$ cat src/rtl/net_mul_r_if.sv
// Operand/result handshake bundle for the net_mul_r multiply-add pipeline.
interface net_mul_r_if #(
  parameter int unsigned DW = 32
) ();

  logic              start_i;
  logic [DW-1:0]     A_i;
  logic [DW-1:0]     B_i;
  logic [DW-1:0]     C_i;
  logic              ready_o;
  logic              end_o;
  logic [2*DW-1:0]   result_o;

  // Requester side: issues operands, observes completion.
  modport master (
    output start_i,
    output A_i,
    output B_i,
    output C_i,
    input  ready_o,
    input  end_o,
    input  result_o
  );

  // Multiplier side.
  modport slave (
    input  start_i,
    input  A_i,
    input  B_i,
    input  C_i,
    output ready_o,
    output end_o,
    output result_o
  );

endinterface

$ cat src/rtl/net_mul_r.sv
// Pipelined shift-add multiply-accumulate: result = A*B + C in 2*DW bits.
// Each of the N_PIPE stages folds in DW/N_PIPE multiplier bits (LSB first);
// only one operation is in flight, so operands are held in a single register.
module net_mul_r #(
  parameter int unsigned DW     = 32,
  parameter int unsigned N_PIPE = 4
) (
  input logic        clk_i,
  input logic        rst_ni,
  net_mul_r_if.slave bus
);

  localparam int unsigned CPR = DW / N_PIPE;
  localparam int unsigned PW  = 2 * DW;

  if (((DW % N_PIPE) != 0) || (N_PIPE < 2)) begin : g_bad_cfg
    $fatal(1, "net_mul_r: DW must be a multiple of N_PIPE and N_PIPE must be >= 2");
  end

  typedef enum logic [0:0] {StIdle, StBusy} state_e;

  state_e                         state_q, state_d;
  logic   [N_PIPE-1:0]            en_r;
  logic   [DW-1:0]                op_a_q, op_b_q;
  logic   [N_PIPE-2:0][PW-1:0]    sum_q, sum_d;
  logic   [PW-1:0]                result_q;
  logic   [N_PIPE-1:0][PW-1:0]    stage_out;
  logic                           accept;

  assign accept = bus.start_i && (state_q == StIdle);

  // Per-stage partial product over this stage's multiplier bit slice.
  for (genvar k = 0; k < N_PIPE; k++) begin : g_stage
    logic [DW-1:0] src_a;
    logic [DW-1:0] src_b;
    logic [PW-1:0] stage_in;
    logic [PW-1:0] pp;
    logic [DW-1:0] bits;
    logic [PW-1:0] addend;

    if (k == 0) begin : g_first
      // First slice works straight off the bus so it lands in the accept edge.
      assign src_a    = bus.A_i;
      assign src_b    = bus.B_i;
      assign stage_in = {{DW{1'b0}}, bus.C_i};
    end else begin : g_rest
      assign src_a    = op_a_q;
      assign src_b    = op_b_q;
      assign stage_in = sum_q[k-1];
    end

    // Shift-add over CPR multiplier bits starting at bit k*CPR.
    always_comb begin
      pp     = '0;
      bits   = src_b >> (k * CPR);
      addend = {{DW{1'b0}}, src_a} << (k * CPR);
      for (int i = 0; i < CPR; i++) begin
        if (bits[0]) begin
          pp = pp + addend;
        end
        addend = addend << 1;
        bits   = bits >> 1;
      end
    end

    assign stage_out[k] = stage_in + pp;
  end

  // Stage registers: first stage loads only on accept, the rest follow the chain.
  always_comb begin
    sum_d = stage_out[N_PIPE-2:0];
    if (!accept) begin
      sum_d[0] = sum_q[0];
    end
  end

  // Control FSM: idle until accept, busy until the token leaves the last stage.
  always_comb begin
    state_d = state_q;
    unique case (state_q)
      StIdle: if (accept) state_d = StBusy;
      StBusy: if (en_r[N_PIPE-1]) state_d = StIdle;
    endcase
  end

  // Datapath, occupancy token and state registers with synchronous reset.
  always_ff @(posedge clk_i) begin
    if (!rst_ni) begin
      state_q  <= StIdle;
      en_r     <= '0;
      op_a_q   <= '0;
      op_b_q   <= '0;
      sum_q    <= '0;
      result_q <= '0;
    end else begin
      state_q <= state_d;
      en_r    <= {en_r[N_PIPE-2:0], accept};
      sum_q   <= sum_d;
      if (accept) begin
        op_a_q <= bus.A_i;
        op_b_q <= bus.B_i;
      end
      if (en_r[N_PIPE-2]) begin
        result_q <= stage_out[N_PIPE-1];
      end
    end
  end

  assign bus.ready_o  = ~|en_r;
  assign bus.end_o    = en_r[N_PIPE-1];
  assign bus.result_o = result_q;

endmodule
$ cat src/flat_wrapper.sv
// flat-port wrapper written by rule: the top's interface ports become plain ports
module net_mul_r_flat 
#(
  parameter int unsigned DW     = 32,
  parameter int unsigned N_PIPE = 4
)
  (clk_i, rst_ni, bus_start_i, bus_A_i, bus_B_i, bus_C_i, bus_ready_o, bus_end_o, bus_result_o);
  net_mul_r_if #(.DW(DW)) bus_i ();
  input logic clk_i;
  input logic rst_ni;
  input wire logic [$bits(bus_i.start_i)-1:0] bus_start_i;
  input wire logic [$bits(bus_i.A_i)-1:0] bus_A_i;
  input wire logic [$bits(bus_i.B_i)-1:0] bus_B_i;
  input wire logic [$bits(bus_i.C_i)-1:0] bus_C_i;
  output wire logic [$bits(bus_i.ready_o)-1:0] bus_ready_o;
  output wire logic [$bits(bus_i.end_o)-1:0] bus_end_o;
  output wire logic [$bits(bus_i.result_o)-1:0] bus_result_o;
  assign bus_i.start_i = bus_start_i;
  assign bus_i.A_i = bus_A_i;
  assign bus_i.B_i = bus_B_i;
  assign bus_i.C_i = bus_C_i;
  assign bus_ready_o = bus_i.ready_o;
  assign bus_end_o = bus_i.end_o;
  assign bus_result_o = bus_i.result_o;
  net_mul_r #(.DW(DW), .N_PIPE(N_PIPE)) u_core (.clk_i(clk_i), .rst_ni(rst_ni), .bus(bus_i));
endmodule
$ cat config.mk
export PLATFORM = sky130hd
export DESIGN_NAME = net_mul_r_flat
export DESIGN_NICKNAME = d
export VERILOG_FILES = /design/src/rtl/net_mul_r_if.sv /design/src/rtl/net_mul_r.sv /design/src/flat_wrapper.sv
export SDC_FILE = /design/constraint.sdc
export NUM_CORES = 2
export LEC_CHECK = 0
export ABC_AREA = 1
export BUFFER_PORTS_ARGS = -buffer_cell sky130_fd_sc_hd__buf_2
export CAP_MARGIN = 20
export CORE_ASPECT_RATIO = 0.7
export CORE_MARGIN = 8
export CORE_UTILIZATION = 25
export CTS_CLUSTER_DIAMETER = 100
export DETAILED_ROUTE_END_ITERATION = 6
export PLACE_DENSITY = 0.5
export SLEW_MARGIN = 20
export SYNTH_ARGS = -nofsm -noshare
export SYNTH_HDL_FRONTEND = slang
export SYNTH_SLANG_ARGS = --single-unit
$ cat constraint.sdc
create_clock -name clk_i -period 26.7 [get_ports clk_i]
set_clock_uncertainty 0.05 [all_clocks]
set_input_delay 5.34 -clock clk_i [delete_from_list [all_inputs] [get_ports clk_i]]
set_output_delay 5.34 -clock clk_i [all_outputs]
set_load 0.05 [all_outputs]
==> impl_metrics.env <==
export IMPL_status="finished, final reports clean"
export IMPL_wl_met1_mm=171
export IMPL_final_cell_count_no_fill=16672
export IMPL_nets=13869
export IMPL_synthCells=12609
export IMPL_met2RoutedLength_mm=110
export IMPL_hpwlAfterDp_mm=258
export IMPL_mean_routed_wirelength_per_cell_um=18.9
export IMPL_design_core_area_mm2=0.296
export IMPL_cp_required_ns=27.17
export IMPL_period_minus_slack_ns=19.33
export IMPL_cts_root_buf="clkbuf_16"
export IMPL_setup_worst_path_end_class="flop"
export IMPL_top_metal_layer_carrying_routed_signals="met5"
export IMPL_max_slew_margin_rel=0.205
export IMPL_initial_core_util=0.252
export IMPL_fp_dieW_um=669
export IMPL_cts_made_buffers=39
export IMPL_tritoncts_clock_tree="done"
export IMPL_post_cts_resized_instances=0
export IMPL_layout_common_cells="3294 x nand2_1, 1392 x inv_1, 1297 x a21oi_1"
export IMPL_via_per_inst=5.00
export IMPL_fin_util=0.275
export IMPL_global_route_usage_total=0.191
export IMPL_area_delta_synth_final_pct=9.28
export IMPL_first_pass_grt_wire_length_mm=471
export IMPL_timing_critical_path_buf_inv=7
export IMPL_timing_final_crit_share=0.724
export IMPL_antenna_found_initial=20
export IMPL_place_inst=16588
export IMPL_yosys_register_bits=272
export IMPL_cts_root_to_sink_buffers=3
export IMPL_die_height_um=473
export IMPL_ios=165
export IMPL_crit_slowest_cell="o41ai_1"
export IMPL_critPathLaunchType="primary input"
export IMPL_clk_pin_slew_ns=0.06
export IMPL_finalInstanceArea_mm2=0.0814
export IMPL_critical_path_max_stage_delay_ns=0.67
export IMPL_yosys_most_used_dff="dfxtp_1"
export IMPL_slew_worst_pin_ns=1.18
export IMPL_die_area_mm2=0.316
export IMPL_grt_setup_unrepaired="no"
export IMPL_critical_path_arrival_ns=19.81
export IMPL_drt_iter0_drcs=8186
export IMPL_cts_num_sinks=272
export IMPL_ys_warnings_count=0
export IMPL_synth_enable_flop_cells=0
export IMPL_drt_drc=0
export IMPL_timing_setup_critical_path_class="primary input to flop"
export IMPL_ant_nets=0
export IMPL_post_placement_cell_area_mm2=0.0800
export IMPL_cts_hold_fix_buffers=0
export IMPL_gr_total_overflow=0
export IMPL_crit_family="compound AO/OA/AOI/OAI gates"
export IMPL_syn_mean_instance_area_um2=5.91
export IMPL_final_max_slew_violation_count=0
export IMPL_cellPowerDensity_mw_per_mm2=68.8
export IMPL_achievable_frequency_mhz=51.7
export IMPL_setup_viol_count_final=0
export IMPL_layout_commonest_cell="nand2_1"
export IMPL_final_setup_tns_ns=0
export IMPL_number_of_global_route_vias_before_repair=74959
export IMPL_synth_area_mm2=0.0745
export IMPL_most_repeated_library_cell_on_the_critical_path="nand2_1"
export IMPL_num_rows=167
export IMPL_drive_gt1_frac=0.0734
export IMPL_synth_cell_type_count=80
export IMPL_finalWeightedCongestion=0.975
export IMPL_first_pass_iters=6
export IMPL_irDropWorstVdd_v=0.0000599
export IMPL_power_static_leakage_nw=42.2
export IMPL_io_buffer_count=164
export IMPL_hold_viol=0
export IMPL_route_vias_total=83435
export IMPL_clk_latency_ns=0.68
export IMPL_critical_path_max_fanout=40
export IMPL_post_cts_setup_buffers=0
export IMPL_grt_max_degree=76
export IMPL_synth_async_reset_ratio=0
export IMPL_hold_path_class="flop to flop"
export IMPL_route_met3_wl_mm=30.3
export IMPL_cts_htree_levels=2
export IMPL_syn_nets=13819
export IMPL_max_cap_viol_count=0
export IMPL_wl_mm=316
export IMPL_yosysSeqAreaShare=0.0731
export IMPL_num_fill_cells=33845
## where the power goes
| part | internal (mW) | switching, mW | leakage (nW) |
|---|---|---|---|
| clock network | 0.327 | 0.245 | 0.639 |
| logic | 1.51 | 2.98 | 39.3 |
| registers | 0.484 | 0.0569 | 2.25 |
| total | 2.32 | 3.28 | 42.2 |
## flip-flops by register name, summed over array words and instances (netlist names)
name / cells
u_core.g_stage.stage_in: 147
u_core.state_q: 1
u_core.g_stage.src_a: 32
u_core.bus.result_o: 64
u_core.en_r: 4
u_core.g_stage.src_b: 24
## through the flow
stage          total power [mW]  worst slack (ns)  hold WS, ns
6_report                   5.60              7.37        0.362
5_1_grt                    6.14              5.98        0.398
4_1_cts                    5.52              7.72        0.366
3_5_place_dp               4.92              7.10        0.350
3_3_place_gp               4.95              6.87        0.350
2_1_floorplan              3.71             10.08        0.340
## cell families (layout without fill, tap and decap cells)
group                    Yosys count  in the layout  synth area share
flip-flops                       272            272            0.0731
XOR/XNOR                         677            677            0.0798
AND/OR/NAND/NOR                 5699           5699             0.327
buffers and inverters           1721           1800            0.0894
other                              0             13                 0
adder cells (fa/ha/maj)         1111           1111             0.190
AO/OA/AOI/OAI                   3119           3119             0.240
multiplexers                      10             10           0.00134
## worst reg2reg max path: cells and delay by family (launching register included)
kind                     cells  cell delay [ns]
buffers and inverters        9             1.44
flip-flops                   1             0.65
AND/OR/NAND/NOR             30             3.63
adder cells (fa/ha/maj)      7             2.66
AO/OA/AOI/OAI               23             5.34
XOR/XNOR                     7             1.34
## cell usage after synthesis, types with 44 or more instances
cell type	number	area [um2]
a21boi_0	44	330
a21o_1	80	601
a21oi_1	1297	6490
a31oi_1	136	851
and2_1	113	707
buf_2	95	475
clkbuf_1	140	526
dfxtp_1	272	5450
ha_1	1079	13500
inv_1	1395	5240
nand2_1	3294	12400
nand2_2	78	488
nand3_1	719	3600
nand4_1	104	651
nor2_1	905	3400
nor3_1	149	746
nor4_1	54	338
o21a_1	81	608
o21ai_0	789	3950
o21ai_1	233	1170
o21ai_2	184	1610
o21bai_1	68	510
or2_2	138	863
xnor2_1	304	2660
xor2_1	371	3250
## final cells by class
type                            count  area (um2)  area share
Multi-Input combinational cell  10616       62400       0.766
Tap cell                         3971        4970      0.0610
Sequential cell                   272        5490      0.0674
Clock inverter                     23         342     0.00419
Inverter                         1447        5440      0.0668
Antenna cell                       13        32.5    0.000399
Timing Repair Buffer              283        1730      0.0212
Clock buffer                       47        1020      0.0125
## metal layers
| layer | GRT usage | vias up |
|---|---|---|
| met2 | 0.244 | 2985 |
| met4 | 0.0304 | 2 |
| met3 | 0.0374 | 203 |
| met1 | 0.316 | 37645 |
| met5 | 0 | - |
| li1 | - | 42600 |
## path summary, 6_finish.rpt
path / slack [ns] / from / cells after the start / endpoint
max: 7.37 / bus_B_i[0] / 75 / u_core.g_stage[1].stage_in[38]$_SDFFE_PN0P_
min: 0.36 / u_core.g_stage[2].stage_in[13]$_SDFF_PN0_ / 2 / u_core.g_stage[3].stage_in[13]$_SDFF_PN0_
max reg2reg: 11.50 / u_core.g_stage[1].src_a[5]$_SDFFE_PN0P_ / 76 / u_core.g_stage[2].stage_in[45]$_SDFF_PN0_
min reg2reg: 0.36 / u_core.g_stage[2].stage_in[13]$_SDFF_PN0_ / 2 / u_core.g_stage[3].stage_in[13]$_SDFF_PN0_
No activity file was read; power rests on OpenSTA's default activity.
